**config.mk**
```make
export PLATFORM = sky130hd
export DESIGN_NAME = cv32e40x_bch_resolve
export DESIGN_NICKNAME = d
export VERILOG_FILES = /design/src/rtl/cv32e40x_pkg.sv /design/src/rtl/cv32e40x_bch_stats.sv /design/src/rtl/cv32e40x_bch_resolve.sv
export SDC_FILE = /design/constraint.sdc
export NUM_CORES = 1
export LEC_CHECK = 0
export BUFFER_PORTS_ARGS = -buffer_cell sky130_fd_sc_hd__buf_2
export CAP_MARGIN = 40
export CORE_ASPECT_RATIO = 2
export CORE_MARGIN = 2
export CORE_UTILIZATION = 38
export DETAILED_ROUTE_END_ITERATION = 10
export GPL_TIMING_DRIVEN = 0
export RECOVER_POWER = 25
export REMOVE_ABC_BUFFERS = 1
export SETUP_SLACK_MARGIN = 0.02
export SLEW_MARGIN = 20
export SYNTH_ARGS = -nofsm -noshare
export SYNTH_HDL_FRONTEND = slang
export SYNTH_HIERARCHICAL = 1
export SYNTH_SLANG_ARGS = --single-unit
```
**constraint.sdc**
```tcl
create_clock -name clk -period 5.1 [get_ports clk]
set_input_delay 1.53 -clock clk [delete_from_list [all_inputs] [get_ports clk]]
set_output_delay 1.53 -clock clk [all_outputs]
set_load 0.01 [all_outputs]
```
**src/rtl/cv32e40x_pkg.sv**
```systemverilog
// Shared types and constants for the branch resolution slice.
package cv32e40x_pkg;

  typedef enum logic [1:0] {
    IDLE     = 2'd0,
    WAIT     = 2'd1,
    REDIRECT = 2'd2
  } bch_res_state_e;

  localparam logic [31:0] BCH_FT_INC_RVC = 32'd2;
  localparam logic [31:0] BCH_FT_INC_RV  = 32'd4;

  // Address of the instruction following the branch; wraps modulo 2^32.
  function automatic logic [31:0] bch_fallthrough(input logic [31:0] pc,
                                                  input logic        is_compressed);
    return pc + (is_compressed ? BCH_FT_INC_RVC : BCH_FT_INC_RV);
  endfunction

endpackage

```
**src/rtl/cv32e40x_bch_stats.sv**
```systemverilog
// Two saturating 32-bit event counters: resolved branches and mispredicts.
module cv32e40x_bch_stats (
  input  logic        clk,
  input  logic        rst_n,
  input  logic        inc,
  input  logic        inc_mispredict,
  output logic [31:0] bch_count,
  output logic [31:0] mispredict_count
);

  logic [1:0]       inc_vec;
  logic [1:0][31:0] count_vec;

  assign inc_vec = {inc_mispredict, inc};

  generate
    for (genvar gi = 0; gi < 2; gi++) begin : g_cnt
      logic [31:0] count_reg;

      // Holds at all-ones instead of wrapping back to zero.
      always_ff @(posedge clk) begin
        if (!rst_n) begin
          count_reg <= '0;
        end else if (inc_vec[gi] && (count_reg != 32'hFFFF_FFFF)) begin
          count_reg <= count_reg + 32'd1;
        end
      end

      assign count_vec[gi] = count_reg;
    end
  endgenerate

  assign bch_count        = count_vec[0];
  assign mispredict_count = count_vec[1];

endmodule

```
**src/rtl/cv32e40x_bch_resolve.sv**
```systemverilog
// Branch resolution: checks the ID static prediction against the EX outcome and
// requests an IF redirect on mispredict. Statistics counters need CV32E40X_BCH_STATS_EN.
module cv32e40x_bch_resolve
  import cv32e40x_pkg::*;
(
  input  logic        clk,
  input  logic        rst_n,
  input  logic        id_valid_i,
  output logic        ex_ready_o,
  input  logic        bch_in_id_i,
  input  logic        bch_prediction_id_i,
  input  logic [31:0] bch_target_id_i,
  input  logic [31:0] pc_id_i,
  input  logic        is_compressed_id_i,
  input  logic        bch_decision_valid_i,
  input  logic        bch_decision_i,
  input  logic        kill_ex_i,
  output logic        redirect_valid_o,
  input  logic        redirect_ready_i,
  output logic [31:0] redirect_pc_o,
  output logic        flush_id_o,
  output logic [31:0] bch_count_o,
  output logic [31:0] mispredict_count_o
);

  bch_res_state_e state_q;
  logic           pred_q;
  logic [31:0]    target_q;
  logic [31:0]    fallthrough_q;
  logic [31:0]    redirect_pc_q;

  always_ff @(posedge clk) begin
    if (!rst_n) begin
      state_q       <= IDLE;
      pred_q        <= 1'b0;
      target_q      <= '0;
      fallthrough_q <= '0;
      redirect_pc_q <= '0;
    end else begin
      case (state_q)
        IDLE: begin
          if (id_valid_i && bch_in_id_i && !kill_ex_i) begin
            pred_q        <= bch_prediction_id_i;
            target_q      <= bch_target_id_i;
            fallthrough_q <= bch_fallthrough(pc_id_i, is_compressed_id_i);
            state_q       <= WAIT;
          end
        end
        WAIT: begin
          if (kill_ex_i) begin
            state_q <= IDLE;
          end else if (bch_decision_valid_i) begin
            if (bch_decision_i != pred_q) begin
              redirect_pc_q <= bch_decision_i ? target_q : fallthrough_q;
              state_q       <= REDIRECT;
            end else begin
              state_q <= IDLE;
            end
          end
        end
        REDIRECT: begin
          // A controller kill supersedes our redirect, so it is simply dropped.
          if (kill_ex_i || redirect_ready_i) begin
            state_q <= IDLE;
          end
        end
        default: state_q <= IDLE;
      endcase
    end
  end

  assign ex_ready_o       = (state_q == IDLE);
  assign redirect_valid_o = (state_q == REDIRECT);
  assign redirect_pc_o    = redirect_pc_q;
  assign flush_id_o       = redirect_valid_o && redirect_ready_i && !kill_ex_i;

`ifdef CV32E40X_BCH_STATS_EN
  logic decide;
  logic mispredict;

  assign decide     = (state_q == WAIT) && bch_decision_valid_i && !kill_ex_i;
  assign mispredict = decide && (bch_decision_i != pred_q);

  cv32e40x_bch_stats u_stats (
    .clk              (clk),
    .rst_n            (rst_n),
    .inc              (decide),
    .inc_mispredict   (mispredict),
    .bch_count        (bch_count_o),
    .mispredict_count (mispredict_count_o)
  );
`else
  assign bch_count_o        = '0;
  assign mispredict_count_o = '0;
`endif

endmodule

```
==> impl_metrics.csv <==
group,metric,value,unit
status,outcome,"complete, no violations",
critical_path,timing.rr.end,"redirect_pc_o[13]$_SDFFE_PN0P_",
synthesis,yosysSeqAreaShare,0.3936,
critical_path,required,3.57,ns
route,vias,4048,
run,maxCapViolCount,0,
critical_path,cp.arrival,2.01,ns
critical_path,max_stage_delay,0.20,ns
clocking,clk_pin_slew,0.06,ns
pwr,clkPwrFrac,0.411,
synthesis,syn-instance-count,578,
synthesis,avgSynthCellArea,8.711,µm²
die,dieHeight,166.8,µm
route,drc,0,
pwr,p_int,0.001345,W
timing,whs,0.4607,ns
layout,area_growth,14.61,%
synthesis,netlist.area_leader.share,0.3936,
timing,max_slew_margin,0.5474,
clocking,ctsHoldBuffers,0,
hold_path,min_path_cells,2,
timing,finalCritPeriodShare,0.6946,
clocking,cts_resized,0,
clocking,cts_sinks,99,
layout,drive_gt1_frac,0.1529,
global_routing,grt_pass1_vias,3741,
critical_path,slowest_stage,"and3b_1",
die,fp.dieW,85.39,µm
pwr,pwr-share-seq,0.466,
route,wirelength,11280,µm
synthesis,syn_area,5035,µm²
route,wire_per_inst,13.73,µm
timing,slew_violations,0,
pwr,p_sw,0.0004398,W
global_routing,grt_pass1_wl,17960,µm
clocking,post_cts_buffers,0,
hold_path,worstHoldStart,"target_q[4]$_SDFFE_PN0P_",
pwr,p_per_area,309.3,nW/µm²
timing,hold_viol_final,0,
critical_path,crit_buf_inv,2,
global_routing,grt_remaining_overflow,0,
layout,final_util,0.4441,
clocking,tritoncts,"built",
critical_path,timing_worst_setup_path_type,"input port to primary output",
place,portBuffers,108,
die,initial_core_util,0.3875,
die,die_area,14240,µm²
synthesis,ys_types,39,
hold_path,min_to,"target_q[4]$_SDFFE_PN0P_",
synthesis,yosys_warnings,6,
timing,min_period,3.543,ns
route,drtIter0Drc,131,
global_routing,grt_max_degree,59,
global_routing,antenna_found_initial,3,
pwr,combPwrFrac,0.123,
clocking,cts_made_buffers,9,
hold_path,hold_class,"flop to flop",
critical_path,endpoint_kind,"primary output",
critical_path,path_cells,"clkbuf_1, and3b_1, buf_2",
route,firstDrtPassIters,4,
timing,worst_slew_pin_slew,0.6769,ns
pwr,vdd_drop_max,177.5,µV
synthesis,ys_seq_elements,99,
global_routing,grt_usage,0.1573,
die,ios,173,
timing,setup_viol_count_final,0,
route,via_per_inst,4.925,
synthesis,synth_area_leader_cell,"dfxtp_1",
clocking,clk_latency,0.34,ns
critical_path,r2r_setup_slack,3.23,ns
clocking,root_buffer,"clkbuf_16",
pwr,p_leak,2.724,nW
critical_path,path_delay_family,"buffers and inverters",
timing,setup-tns-final,0,ns
timing,fmax,282.3,MHz
critical_path,timing.rr.start,"state_q[1]$_SDFFE_PN0P_",
route,detail-route-antenna-nets,0,
critical_path,path_max_fanout,5,
critical_path,reg2reg_depth,6,
die,core,12990,µm²
place,dp_hpwl,8252,µm
timing,clock_skew,0.01094,ns
synthesis,yosys-top-cells-area,"dfxtp_1, buf_4, nand2_1",
clocking,cts_htree_levels,3,
place,gp_congestion,0.7962,
die,rows,59,
pwr,p_sw_frac,0.2464,
layout,final_nets,739,
timing,rsz0062_at_grt,"no",
clocking,clock_path_buffers,2,
critical_path,start_kind,"input port",
[worst max path at each step]
stage | cells after the start | to | from
2_1_floorplan | 4 | redirect_pc_o[0]$_SDFFE_PN0P_ | kill_ex_i
3_3_place_gp | 5 | redirect_pc_o[13]$_SDFFE_PN0P_ | bch_decision_i
3_5_place_dp | 8 | fallthrough_q[30]$_SDFFE_PN0P_ | is_compressed_id_i
4_1_cts | 3 | flush_id_o | kill_ex_i
5_1_grt | 3 | flush_id_o | kill_ex_i
6_report | 3 | flush_id_o | kill_ex_i
[cell usage in the layout, fill, tap and decap left out, types with 25 or more instances in the layout]
| cell type | netlist | layout |
|---|---|---|
| a21boi_0 | 36 | 36 |
| o211a_1 | 38 | 38 |
| nand2_1 | 122 | 121 |
| conb_1 | 1 | 64 |
| xnor2_1 | 25 | 25 |
| clkbuf_1 | 28 | 34 |
| mux2i_1 | 32 | 32 |
| buf_2 | 1 | 74 |
| dfxtp_1 | 99 | 99 |
[cells in the mapped netlist]
master	count
clkbuf_1	28
nor2b_1	1
nand4_1	6
nand2_1	122
xnor2_1	25
buf_1	5
buf_4	65
or3_1	1
buf_6	4
buf_2	1
nor2_1	11
nand3_1	9
a21boi_0	36
nor4bb_1	1
and3b_1	2
nand4bb_1	1
and2_1	1
dfxtp_1	99
or4_1	1
fa_1	1
a21o_1	1
a21oi_1	24
nor4_1	6
and3_1	2
ha_1	2
o21ai_0	24
mux2i_1	32
nand4_4	1
o21a_1	1
conb_1	1
inv_1	5
clkbuf_8	1
o31a_1	1
nor3_2	1
o211a_1	38
nor3_1	9
and4_1	3
xor2_1	5
nor4_2	1
[layout make-up]
type                    count  area, µm²
fillers                  1323       7222
multi-input cells         433       2608
flip-flops and latches     99       1982
repair buffers            114      636.9
clock buffers              11      242.7
well taps                 152      190.2
clock inverters             5      85.08
inverters                   5      18.77
diodes                      3      7.507
[power by group through the flow]
stage,Combinational (W),Clock [W],Sequential (W)
final,0.000219,0.000734,0.000831
after global routing,0.000244,0.000792,0.000836
after CTS,0.000220,0.000758,0.000831
after detailed placement,0.000219,0,0.000849
after global placement,0.000210,0,0.000847
after floorplan,0.000120,0,0.000847
[layer usage]
metal | track usage | vias to the layer above | part of all wire
met3 | 0.02081 | 20 | 0.049
met1 | 0.1754 | 1874 | 0.39
met5 | 0 | - | 0
met2 | 0.2829 | 145 | 0.54
met4 | 0.08144 | 0 | 0.027
li1 | - | 2009 | -
[sequential cells by signal, summed over array words and instances, names as in the netlist]
name           flops
fallthrough_q     32
pred_q             1
redirect_pc_o     32
state_q            2
target_q          32
[worst reg2reg max path, stage by stage (launching register included)]
cell       delay [ns]
dfxtp_1          0.36
nand4bb_1        0.25
nor2_4           0.55
buf_16           0.24
buf_16           0.17
nand2_1          0.08
o211a_1          0.12
[stage by stage]
| stage | setup WS (ns) | area (µm²) | power (W) | cells |
|---|---|---|---|---|
| after floorplan | 0.9921 | 4596 | 0.0009664 | 537 |
| after global placement | -1.128 | 5326 | 0.001057 | 797 |
| after detailed placement | 1.460 | 5456 | 0.001068 | 802 |
| after CTS | 1.588 | 5784 | 0.001809 | 818 |
| after global routing | 1.530 | 5771 | 0.001873 | 822 |
| final | 1.557 | 5771 | 0.001785 | 822 |
[logic make-up (layout without fill, tap and decap cells)]
group | after synthesis | in the layout | share of synthesized area
other | 1 | 67 | 0.0007448
AO/OA/AOI/OAI | 125 | 125 | 0.1817
AND/OR/NAND/NOR | 179 | 179 | 0.1613
multiplexers | 32 | 32 | 0.06362
adder cells (fa/ha/maj) | 3 | 3 | 0.008946
XOR/XNOR | 30 | 30 | 0.05219
flip-flops | 99 | 99 | 0.3936
buffers and inverters | 109 | 135 | 0.1379
No activity file was read; power rests on OpenSTA's default activity.
